$ cat config.mk
export PLATFORM = sky130hd
export DESIGN_NAME = snake_pixel_gen_flat
export DESIGN_NICKNAME = d
export VERILOG_FILES = /design/src/rtl/snake_pixel_gen_if.sv /design/src/rtl/snake_pixel_gen.sv /design/src/flat_wrapper.sv
export SDC_FILE = /design/constraint.sdc
export NUM_CORES = 1
export LEC_CHECK = 0
export ABC_AREA = 1
export CAP_MARGIN = 20
export CORE_ASPECT_RATIO = 2
export CORE_MARGIN = 3
export CORE_UTILIZATION = 36
export DETAILED_ROUTE_END_ITERATION = 7
export PLACE_DENSITY_LB_ADDON = 0.15
export SKIP_CTS_REPAIR_TIMING = 1
export SYNTH_ARGS = -nofsm -noshare
export SYNTH_HDL_FRONTEND = slang
export SYNTH_SLANG_ARGS = --single-unit
export TNS_END_PERCENT = 10
$ cat constraint.sdc
create_clock -name clk -period 8.2 [get_ports clk]
set_input_delay 1.64 -clock clk [delete_from_list [all_inputs] [get_ports clk]]
set_output_delay 1.64 -clock clk [all_outputs]
set_load 0.005 [all_outputs]
$ cat src/rtl/snake_pixel_gen_if.sv
`default_nettype none
// ============================================================================
//  Module      : snake_pixel_gen_if
//  Description : Pixel scan, control and status bundle between the game
//                driver (master) and the snake game/pixel stage (slave).
//  Revision    : 1.0  initial release
// ============================================================================
interface snake_pixel_gen_if;
    logic [10:0] x_pos;
    logic [10:0] y_pos;
    logic        move_tick;
    logic [1:0]  dir_req;
    logic        dir_valid;
    logic        restart;
    logic [2:0]  snake;
    logic [7:0]  score;
    logic        game_over;

    modport master (
        output x_pos, y_pos, move_tick, dir_req, dir_valid, restart,
        input  snake, score, game_over
    );

    modport slave (
        input  x_pos, y_pos, move_tick, dir_req, dir_valid, restart,
        output snake, score, game_over
    );
endinterface
`default_nettype wire

$ cat src/rtl/snake_pixel_gen.sv
`default_nettype none
// ============================================================================
//  Module      : snake_pixel_gen
//  Description : Snake game state (body, direction, food, FSM) on a cell
//                grid, advanced once per move_tick, plus a one-cycle pixel
//                classifier producing the code for the colour mapper.
//  Revision    : 1.0  initial release
// ============================================================================
module snake_pixel_gen #(
    parameter int CELL_SHIFT = 4,
    parameter int GRID_W     = 40,
    parameter int GRID_H     = 30,
    parameter int MAX_LEN    = 16,
    parameter int INIT_LEN   = 4
) (
    input  wire logic         clk,
    input  wire logic         rst,
    snake_pixel_gen_if.slave  bus
);

    localparam int COL_W = $clog2(GRID_W);
    localparam int ROW_W = $clog2(GRID_H);
    localparam int LEN_W = $clog2(MAX_LEN + 1);

    localparam logic [1:0] C_DIR_UP    = 2'd0;
    localparam logic [1:0] C_DIR_RIGHT = 2'd1;
    localparam logic [1:0] C_DIR_DOWN  = 2'd2;
    localparam logic [1:0] C_DIR_LEFT  = 2'd3;

    localparam logic [15:0]      C_LFSR_SEED = 16'hACE1;
    localparam logic [COL_W-1:0] C_FOOD_COL  = COL_W'(GRID_W / 4);
    localparam logic [ROW_W-1:0] C_FOOD_ROW  = ROW_W'(GRID_H / 4);
    localparam logic [ROW_W-1:0] C_INIT_ROW  = ROW_W'(GRID_H / 2);
    localparam logic [10:0]      C_X_LIMIT   = 11'(GRID_W << CELL_SHIFT);
    localparam logic [10:0]      C_Y_LIMIT   = 11'(GRID_H << CELL_SHIFT);

    typedef enum logic [1:0] {
        ST_PLAY       = 2'd0,
        ST_PLACE_FOOD = 2'd1,
        ST_OVER       = 2'd2
    } state_t;

    // Initial layout: head at grid centre, body trailing to the left.
    function automatic logic [COL_W-1:0] init_col(input int idx);
        return COL_W'(GRID_W / 2 - idx);
    endfunction

    state_t            state_q,     state_d;
    logic [1:0]        dir_q,       dir_d;
    logic [1:0]        pend_q,      pend_d;
    logic [LEN_W-1:0]  len_q,       len_d;
    logic [COL_W-1:0]  seg_col_q [MAX_LEN];
    logic [COL_W-1:0]  seg_col_d [MAX_LEN];
    logic [ROW_W-1:0]  seg_row_q [MAX_LEN];
    logic [ROW_W-1:0]  seg_row_d [MAX_LEN];
    logic [COL_W-1:0]  food_col_q,  food_col_d;
    logic [ROW_W-1:0]  food_row_q,  food_row_d;
    logic [15:0]       lfsr_q,      lfsr_d;
    logic [7:0]        score_q,     score_d;
    logic              game_over_q, game_over_d;
    logic [2:0]        snake_q,     snake_d;
    logic              tick_pend_q, tick_pend_d;

    logic [COL_W-1:0]  w_next_col;
    logic [ROW_W-1:0]  w_next_row;
    logic              w_next_border;
    logic              w_grow;
    logic [MAX_LEN-1:0] w_self_hit_vec;
    logic [5:0]        w_cand_col;
    logic [4:0]        w_cand_row;
    logic [MAX_LEN-1:0] w_cand_hit_vec;
    logic              w_cand_ok;
    logic [10:0]       w_pix_col;
    logic [10:0]       w_pix_row;
    logic              w_pix_in_grid;
    logic              w_pix_border;
    logic              w_pix_head;
    logic [MAX_LEN-1:0] w_pix_body_vec;
    logic              w_pix_food;

    // Cell the head would enter on a move in the pending direction.
    always_comb begin
        w_next_col = seg_col_q[0];
        w_next_row = seg_row_q[0];
        case (pend_q)
            C_DIR_UP:    w_next_row = seg_row_q[0] - ROW_W'(1);
            C_DIR_RIGHT: w_next_col = seg_col_q[0] + COL_W'(1);
            C_DIR_DOWN:  w_next_row = seg_row_q[0] + ROW_W'(1);
            default:     w_next_col = seg_col_q[0] - COL_W'(1);
        endcase
    end

    assign w_next_border = (w_next_col == '0) || (w_next_col == COL_W'(GRID_W - 1)) ||
                           (w_next_row == '0) || (w_next_row == ROW_W'(GRID_H - 1));
    assign w_grow        = (w_next_col == food_col_q) && (w_next_row == food_row_q);

    assign w_cand_col = lfsr_q[5:0];
    assign w_cand_row = lfsr_q[12:8];

    assign w_pix_col     = bus.x_pos >> CELL_SHIFT;
    assign w_pix_row     = bus.y_pos >> CELL_SHIFT;
    assign w_pix_in_grid = (bus.x_pos < C_X_LIMIT) && (bus.y_pos < C_Y_LIMIT);
    assign w_pix_border  = (w_pix_col == 11'd0) || (w_pix_col == 11'(GRID_W - 1)) ||
                           (w_pix_row == 11'd0) || (w_pix_row == 11'(GRID_H - 1));
    assign w_pix_head    = (w_pix_col == 11'(seg_col_q[0])) && (w_pix_row == 11'(seg_row_q[0]));
    assign w_pix_food    = (w_pix_col == 11'(food_col_q)) && (w_pix_row == 11'(food_row_q));

    // Per-segment matches: the tail cell is vacated by a plain move, so it
    // only counts as a collision when the snake grows on this tick.
    for (genvar i = 0; i < MAX_LEN; i++) begin : g_seg
        logic w_live;
        logic w_not_tail;
        assign w_live     = LEN_W'(i) < len_q;
        assign w_not_tail = LEN_W'(i) < (len_q - LEN_W'(1));

        assign w_self_hit_vec[i] = (w_next_col == seg_col_q[i]) && (w_next_row == seg_row_q[i]) &&
                                   (w_not_tail || (w_grow && w_live));
        assign w_cand_hit_vec[i] = w_live && (w_cand_col == 6'(seg_col_q[i])) &&
                                   (w_cand_row == 5'(seg_row_q[i]));
        assign w_pix_body_vec[i] = (i != 0) && w_live &&
                                   (w_pix_col == 11'(seg_col_q[i])) && (w_pix_row == 11'(seg_row_q[i]));
    end

    assign w_cand_ok = (w_cand_col >= 6'd1) && (w_cand_col <= 6'(GRID_W - 2)) &&
                       (w_cand_row >= 5'd1) && (w_cand_row <= 5'(GRID_H - 2)) &&
                       (w_cand_hit_vec == '0);

    // Game FSM, snake movement, food placement and pixel classification.
    always_comb begin
        state_d     = state_q;
        dir_d       = dir_q;
        pend_d      = pend_q;
        len_d       = len_q;
        seg_col_d   = seg_col_q;
        seg_row_d   = seg_row_q;
        food_col_d  = food_col_q;
        food_row_d  = food_row_q;
        score_d     = score_q;
        tick_pend_d = tick_pend_q;
        lfsr_d      = {lfsr_q[14:0], lfsr_q[15] ^ lfsr_q[13] ^ lfsr_q[12] ^ lfsr_q[10]};

        case (state_q)
            ST_PLAY: begin
                if (bus.move_tick || tick_pend_q) begin
                    tick_pend_d = 1'b0;
                    dir_d       = pend_q;
                    if (w_next_border || (w_self_hit_vec != '0)) begin
                        state_d = ST_OVER;
                    end else begin
                        for (int i = 1; i < MAX_LEN; i++) begin
                            seg_col_d[i] = seg_col_q[i-1];
                            seg_row_d[i] = seg_row_q[i-1];
                        end
                        seg_col_d[0] = w_next_col;
                        seg_row_d[0] = w_next_row;
                        if (w_grow) begin
                            len_d   = (len_q < LEN_W'(MAX_LEN)) ? len_q + LEN_W'(1) : len_q;
                            score_d = (score_q != 8'hFF) ? score_q + 8'd1 : score_q;
                            state_d = ST_PLACE_FOOD;
                        end
                    end
                end
            end
            ST_PLACE_FOOD: begin
                if (bus.move_tick) begin
                    tick_pend_d = 1'b1;
                end
                if (w_cand_ok) begin
                    food_col_d = COL_W'(w_cand_col);
                    food_row_d = ROW_W'(w_cand_row);
                    state_d    = ST_PLAY;
                end
            end
            ST_OVER: begin
                if (bus.restart) begin
                    state_d     = ST_PLAY;
                    dir_d       = C_DIR_RIGHT;
                    pend_d      = C_DIR_RIGHT;
                    len_d       = LEN_W'(INIT_LEN);
                    food_col_d  = C_FOOD_COL;
                    food_row_d  = C_FOOD_ROW;
                    score_d     = 8'd0;
                    tick_pend_d = 1'b0;
                    for (int i = 0; i < MAX_LEN; i++) begin
                        seg_col_d[i] = init_col(i);
                        seg_row_d[i] = C_INIT_ROW;
                    end
                end
            end
            default: state_d = ST_PLAY;
        endcase

        // Reversal is judged against the direction in force after this
        // cycle, so a request can never steer the head back into the neck.
        if ((state_q != ST_OVER) && bus.dir_valid && (bus.dir_req != (dir_d ^ 2'b10))) begin
            pend_d = bus.dir_req;
        end

        game_over_d = (state_d == ST_OVER);

        if (!w_pix_in_grid) begin
            snake_d = 3'b000;
        end else if (w_pix_border) begin
            snake_d = 3'b100;
        end else if (w_pix_head) begin
            snake_d = 3'b001;
        end else if (w_pix_body_vec != '0) begin
            snake_d = (state_q == ST_OVER) ? 3'b001 : 3'b010;
        end else if (w_pix_food) begin
            snake_d = 3'b011;
        end else begin
            snake_d = 3'b000;
        end
    end

    // State registers with asynchronous reset to the start-of-game layout.
    always_ff @(posedge clk or posedge rst) begin
        if (rst) begin
            state_q     <= ST_PLAY;
            dir_q       <= C_DIR_RIGHT;
            pend_q      <= C_DIR_RIGHT;
            len_q       <= LEN_W'(INIT_LEN);
            food_col_q  <= C_FOOD_COL;
            food_row_q  <= C_FOOD_ROW;
            lfsr_q      <= C_LFSR_SEED;
            score_q     <= 8'd0;
            game_over_q <= 1'b0;
            snake_q     <= 3'b000;
            tick_pend_q <= 1'b0;
            for (int i = 0; i < MAX_LEN; i++) begin
                seg_col_q[i] <= init_col(i);
                seg_row_q[i] <= C_INIT_ROW;
            end
        end else begin
            state_q     <= state_d;
            dir_q       <= dir_d;
            pend_q      <= pend_d;
            len_q       <= len_d;
            seg_col_q   <= seg_col_d;
            seg_row_q   <= seg_row_d;
            food_col_q  <= food_col_d;
            food_row_q  <= food_row_d;
            lfsr_q      <= lfsr_d;
            score_q     <= score_d;
            game_over_q <= game_over_d;
            snake_q     <= snake_d;
            tick_pend_q <= tick_pend_d;
        end
    end

    assign bus.snake     = snake_q;
    assign bus.score     = score_q;
    assign bus.game_over = game_over_q;

endmodule
`default_nettype wire

$ cat src/flat_wrapper.sv
// flat-port wrapper written by rule: the top's interface ports become plain ports
module snake_pixel_gen_flat 
#(
    parameter int CELL_SHIFT = 4,
    parameter int GRID_W     = 40,
    parameter int GRID_H     = 30,
    parameter int MAX_LEN    = 16,
    parameter int INIT_LEN   = 4
)
  (clk, rst, bus_x_pos, bus_y_pos, bus_move_tick, bus_dir_req, bus_dir_valid, bus_restart, bus_snake, bus_score, bus_game_over);
  snake_pixel_gen_if bus_i ();
  input  wire logic clk;
  input  wire logic rst;
  input wire logic [$bits(bus_i.x_pos)-1:0] bus_x_pos;
  input wire logic [$bits(bus_i.y_pos)-1:0] bus_y_pos;
  input wire logic [$bits(bus_i.move_tick)-1:0] bus_move_tick;
  input wire logic [$bits(bus_i.dir_req)-1:0] bus_dir_req;
  input wire logic [$bits(bus_i.dir_valid)-1:0] bus_dir_valid;
  input wire logic [$bits(bus_i.restart)-1:0] bus_restart;
  output wire logic [$bits(bus_i.snake)-1:0] bus_snake;
  output wire logic [$bits(bus_i.score)-1:0] bus_score;
  output wire logic [$bits(bus_i.game_over)-1:0] bus_game_over;
  assign bus_i.x_pos = bus_x_pos;
  assign bus_i.y_pos = bus_y_pos;
  assign bus_i.move_tick = bus_move_tick;
  assign bus_i.dir_req = bus_dir_req;
  assign bus_i.dir_valid = bus_dir_valid;
  assign bus_i.restart = bus_restart;
  assign bus_snake = bus_i.snake;
  assign bus_score = bus_i.score;
  assign bus_game_over = bus_i.game_over;
  snake_pixel_gen #(.CELL_SHIFT(CELL_SHIFT), .GRID_W(GRID_W), .GRID_H(GRID_H), .MAX_LEN(MAX_LEN), .INIT_LEN(INIT_LEN)) u_core (.clk(clk), .rst(rst), .bus(bus_i));
endmodule
==> metrics, run 1 <==
post-synth top area cell dfstp_2; routability cong. around 0.99; clock share of power 0.119; Core Footprint slightly above 50,000 um^2; Synth top area share 0.166; Int Pwr between 4 and 5 mW; std cell rows ~120; Reg power frac 0.277; nets@finish 2,511; number of synthesized flops with an enable pin 0; crit end category register; CTS tree done; Area Growth Syn to Fin 6.44%; total die area between 50,000 and 60,000 um^2; PD cells 519 nW/um^2; vias per inst 5.84; register area share after synthesis 0.315; most numerous cell in the Yosys netlist nand2_1; Residual DRC 0; total number of vias between 15k and 20k; PnR worst setup slack 2220 ps; Max Cap Violations 0; Max Slew Vio Count 0; predominant post-synthesis flop cell dfstp_2; first-pass GRT wire length between 100 and 150 mm; Fin Setup TNS 0 ps; Data arrival, critical path ~6400 ps; clk sinks around 230; worst rel slew slack 0.173; switch share 0.559; CTS Root Buffer Type clkbuf_16; #FFs+latches synth between 200 and 250; Overflow after GRT 0; synth cell count leaders 672 x nand2_1, 241 x nor2_1, 195 x xor2_1; mapped cell area about 19,000 um^2; PortBufs 32; gr usage total 0.290; Layout Cells excl Fill between 3k and 4k; Max Freq about 170 MHz; switching power about 5.7 mW; fin crit period about 6000 ps; Skew-Pair Late Insertion Delay between 500 and 600 ps; worst endpoint required time 8620 ps; Worst-Margin Slew 1240 ps; CTS Buf Count 24; Tot Pwr 10.2 mW; H-tree level count 1; RSZ-0062 raised after global routing no; WL final approximately 82 mm; Routed wire per std cell 26.0 um; largest net degree at the start of global routing ~170; layout cells sized above 1 0.136; Tcrit/Tclk final 0.730; Die Y 327 um; Synth Instances roughly 2.6k; status complete, no violations; Gate power share 0.604; Hold WC Path Type reg -> reg; Routed Antenna Nets 0; # setup viols final 0; Clock Path Buffers 3; iteration-0 DRC count of the detailed router about 1.8k; initial antenna violation count 0; Synth Net Count 2,636; Async SR Flop Fraction 1.00; First-pass DRT Iterations 8; Syn Area/Cell 7.13 um^2; Yosys warnings 0; Setup CP Type reg -> reg; clk_skew 24.9 ps; DP HPWL approximately 55 mm; Critical Path Source Type register; CTS clk-pin slew, worst paths ~60 ps; DP Worst Slack about 2500 ps; Cells after DPL between 3k and 4k; die width 166 um; leakage power about 8.6 nW; vias in the first global route 17.7k; fillers ~5.3k; CP Max Fanout 171; Yosys cell types 56; peak supply drop around 0.58 mV; Ports about 40; Synth area leaders dfstp_2 17%, dfrtp_1 15%, nand2_1 14%, xor2_1 9.2%, o21ai_2 5.1%; final hold viol count 0; initial cell density of the core 0.366
==> per-stage QoR <==
step            util  cell area (um^2)  hold slack [ps]
3_5_place_dp   0.373             18900              348
5_1_grt        0.390             19700              361
6_report       0.390             19700              356
4_1_cts        0.390             19700              357
2_1_floorplan      -             18500              333
3_3_place_gp   0.373             18900              337
==> worst paths after layout <==
check,startpoint,endpoint,slack (ps),depth (start not counted)
worst max-delay path,u_core.pend_q[0]$_DFFE_PP1P_,u_core.seg_col_q[32]$_DFFE_PP0P_,2220,23
worst min-delay path,u_core.lfsr_q[14]$_DFF_PP0_,u_core.lfsr_q[15]$_DFF_PP1_,360,0
worst max register to register,u_core.pend_q[0]$_DFFE_PP1P_,u_core.seg_col_q[32]$_DFFE_PP0P_,2220,23
worst min register to register,u_core.lfsr_q[14]$_DFF_PP0_,u_core.lfsr_q[15]$_DFF_PP1_,360,0
max in group asynchronous,rst,u_core.seg_col_q[74]$_DFFE_PP0P_,5390,3
min in group asynchronous,rst,u_core.seg_col_q[11]$_DFFE_PP0P_,1590,2
==> power groups by stage <==
stage          clock [mW]  sequential (mW)  combinational (mW)
2_1_floorplan           0             2.10                5.27
3_3_place_gp            0             2.81                5.97
3_5_place_dp            0             2.81                6.08
4_1_cts              1.25             2.80                6.09
5_1_grt              1.28             2.87                6.76
6_report             1.21             2.84                6.18
==> critical path: stages (launching register included) <==
cell,delay [ps]
dfstp_2,880
inv_4,240
nand2_2,180
inv_1,70
fa_1,490
o21ai_4,910
nand2_1,100
nand2_1,110
nor2_1,50
nand2_1,60
nor2_1,50
nand3_1,120
nor2_4,110
nand3_1,90
nand2_1,60
nand2_1,70
nand2_1,50
nor2_1,240
nand2_2,120
o21ai_4,550
nand2_8,330
buf_12,330
nand2_1,230
o21ai_2,70
==> registers in the layout, summed over array words and instances, names as in the netlist, 3 cells and up <==
register / cells
u_core.bus.score: 8
u_core.bus.snake: 3
u_core.food_col_q: 6
u_core.food_row_q: 5
u_core.len_q: 5
u_core.lfsr_q: 16
u_core.seg_col_q: 96
u_core.seg_row_q: 80
==> cell type report <==
cell class	count	area (um^2)	share of cell area
multi-input cells	1947	10800	0.549
flip-flops and latches	227	5830	0.296
well taps	649	812	0.0412
inverters	198	753	0.0382
clock buffers	33	676	0.0343
repair buffers	71	651	0.0330
clock inverters	11	165	0.00839
diodes	1	2.50	0.000127
==> cell usage in the layout, fill, tap and decap left out, types with 84 or more instances in the layout <==
master   instances
o22ai_1         86
xor2_1         195
inv_1          182
nor2_1         240
nand3_1        112
dfstp_2        117
o21ai_2        107
xnor2_1         84
dfrtp_1        110
nand2_1        672
==> metal layers <==
layer  up-vias  part of all wire  track usage
li1       8230                 -            -
met2      1054              0.47        0.490
met3       426             0.078       0.0517
met4         0              0.10        0.240
met5         -                 0            0
met1      8613              0.35        0.314
==> cells by family after synthesis <==
logic type      Yosys count  synth area share
flops                   227             0.315
fa+ha+maj                13           0.00960
xor+xnor                279             0.132
compound gates          465             0.169
simple gates           1190             0.272
buf+inv                 420             0.102
Note: power is estimated with default switching activity, not from simulation.
==> run 2: changes to the inputs <==
- clock period: 8.2 -> 5.85 ns (I/O delays scaled with it)
==> run 2 against run 1 <==
Against the previous run:
- core utilization rose by 0.63 points
- cell count up 1.2%
- sequential power rose by 41%
- critical path depth increased by 1
- non-clock buffer count up 37
- fmax is 14% higher
- worst hold slack better by 1.8 ps
- wire length grew 11%
- first-iteration DRC count up 25%
- count of clock-buffer cells in the layout rose by 1
- critical endpoint is now u_core.seg_col_q[14]$_DFFE_PP1P_
==> metrics, run 2 (same netlist as run 1, synthesis figures left out) <==
status complete, no violations (unchanged); std cell rows 116 (unchanged); Hold WC Path Type reg -> reg (unchanged); total number of vias 19.0k (was 18.3k); Tot Pwr 14.7 mW (was 10.2 mW); Setup CP Type reg -> reg (unchanged); multi-input logic area 10,800 um^2 (about the same); Gate power share 0.614 (was 0.604); peak supply drop 0.670 mV (was 0.575 mV); biggest regs u_core.seg_col_q: 96 flops, u_core.seg_row_q: 80 flops, u_core.lfsr_q: 16 flops (unchanged); Max Cap Violations 0 (unchanged); initial antenna violation count 4 (was 0); PortBufs 32 (unchanged); iteration-0 DRC count of the detailed router 2,264 (was 1,809); switching power 8.21 mW (was 5.71 mW); Max Slew Vio Count 0 (unchanged); CTS Root Buffer Type clkbuf_16 (unchanged); CTS Buf Count 24 (unchanged); total die area 54,300 um^2 (unchanged); switch share 0.558 (was 0.559); CP Max Fanout 65 (was 171); RSZ-0062 raised after global routing no (unchanged); Data arrival, critical path 5770 ps (was 6410 ps); Area Growth Syn to Fin 8.15% (was 6.44%); Overflow after GRT 0 (unchanged); Max Freq 190 MHz (was 167 MHz); worst rel slew slack 0.188 (was 0.173); sequential cell area 5830 um^2 (unchanged); Worst-Margin Slew 1210 ps (was 1240 ps); DP HPWL 61.7 mm (was 55.0 mm); Largest register FFs 96 (unchanged); gr usage total 0.321 (was 0.290); # setup viols final 0 (unchanged); Skew-Pair Late Insertion Delay 580 ps (about the same); final hold viol count 0 (unchanged); final core occ 0.396 (was 0.390); CTS tree done (unchanged); commonest non-fill, non-tap cell in the layout nand2_1 (unchanged); WL final 90.2 mm (was 81.5 mm); Tcrit/Tclk final 0.899 (was 0.730); CTS clk-pin slew, worst paths 60 ps (about the same); die width 166 um (unchanged); clock share of power 0.114 (was 0.119); Routed Antenna Nets 0 (unchanged); largest net degree at the start of global routing 82 (was 172); clk sinks 227 (unchanged); vias per inst 5.97 (was 5.84); fin crit period 5260 ps (was 5980 ps); vias in the first global route 18.1k (was 17.7k); Routed wire per std cell 28.4 um (was 26.0 um); routability cong. 1.02 (was 0.990); PnR worst setup slack 591 ps (was 2220 ps); clk_skew 16.1 ps (was 24.9 ps); Residual DRC 0 (unchanged); layout cells sized above 1 0.150 (was 0.136); Most flops, register u_core.seg_col_q (unchanged); Ports 41 (unchanged); leakage power 8.82 nW (was 8.63 nW); Clock Path Buffers 3 (unchanged); First-pass DRT Iterations 8 (unchanged); H-tree level count 1 (unchanged); worst endpoint required time 6360 ps (was 8620 ps); DP Worst Slack 960 ps (was 2500 ps); Fin Setup TNS 0 ps (unchanged); Hold Slack 357 ps (was 356 ps); Reg power frac 0.272 (was 0.277); fillers 5,298 (was 5,260); Die Y 327 um (unchanged); most frequent cells in the layout 672 x nand2_1, 240 x nor2_1, 195 x xor2_1, 182 x inv_1, 117 x dfstp_2 (unchanged); crit end category register (unchanged); nets@finish 2,548 (was 2,511); first-pass GRT wire length 128 mm (was 119 mm); Int Pwr 6.50 mW (was 4.51 mW); Core Footprint 50,500 um^2 (unchanged); Critical Path Source Type register (unchanged); R2R setup slack 590 ps (was 2220 ps); PD cells 735 nW/um^2 (was 519 nW/um^2); initial cell density of the core 0.366 (unchanged)
run 2: power by group through the flow:
stage                     combinational [mW]  sequential (mW)  clock [mW]
after floorplan                         7.38             2.95           0
after global placement                  8.72             3.95           0
after detailed placement                8.84             3.95           0
after CTS                               8.88             3.93        1.71
after global routing                    9.83             4.02        1.77
final                                   9.03             4.00        1.68
run 2: worst max-delay path, cell delays in order, from the launching register on:
cell and delay, ps:
dfstp_2 530, buf_4 280, inv_4 190, nand2_2 150, inv_1 60, fa_1 380
inv_1 110, nand2_1 70, nand3_1 110, nand2_2 540, xor2_1 330, nor2_1 140
nand3_1 90, nor2_1 100, nand2_1 60, nor2_1 620, nand2_1 110, nand2_1 120
nor2_1 50, nand2_2 110, o21ai_4 90, nand2_8 320, buf_12 330, nand2_1 110
o21ai_2 70
run 2: per-stage QoR:
stage               std cells  cell area [um^2]
finish                   3175             20000
global route             3173             20000
CTS                      3172             20000
detailed placement       3128             19100
global placement         3127             19100
floorplan                2594             18500
run 2: final timing paths:
check	start	endpoint	depth (start not counted)
max	u_core.pend_q[0]$_DFFE_PP1P_	u_core.seg_col_q[14]$_DFFE_PP1P_	24
min in group asynchronous	rst	u_core.seg_col_q[16]$_DFFE_PP0P_	2
min reg2reg	u_core.lfsr_q[6]$_DFF_PP1_	u_core.lfsr_q[7]$_DFF_PP1_	0
max in group asynchronous	rst	u_core.food_col_q[5]$_DFFE_PP0P_	3
max reg2reg	u_core.pend_q[0]$_DFFE_PP1P_	u_core.seg_col_q[14]$_DFFE_PP1P_	24
min	u_core.lfsr_q[6]$_DFF_PP1_	u_core.lfsr_q[7]$_DFF_PP1_	0
run 2: per-layer routing:
metal / track usage / routed length [um] / up-vias
met1: 0.338 / 29700 / 8888
li1: - / - / 8313
met4: 0.313 / 11400 / 0
met2: 0.525 / 41100 / 1224
met3: 0.0666 / 7980 / 540
met5: 0 / 0 / -
run 2: final cells by class:
class	instances	share of cell area
clock buffers	34	0.0349
flip-flops and latches	227	0.291
clock inverters	10	0.00638
well taps	649	0.0406
inverters	198	0.0374
multi-input cells	1947	0.540
diodes	2	0.000250
repair buffers	108	0.0491
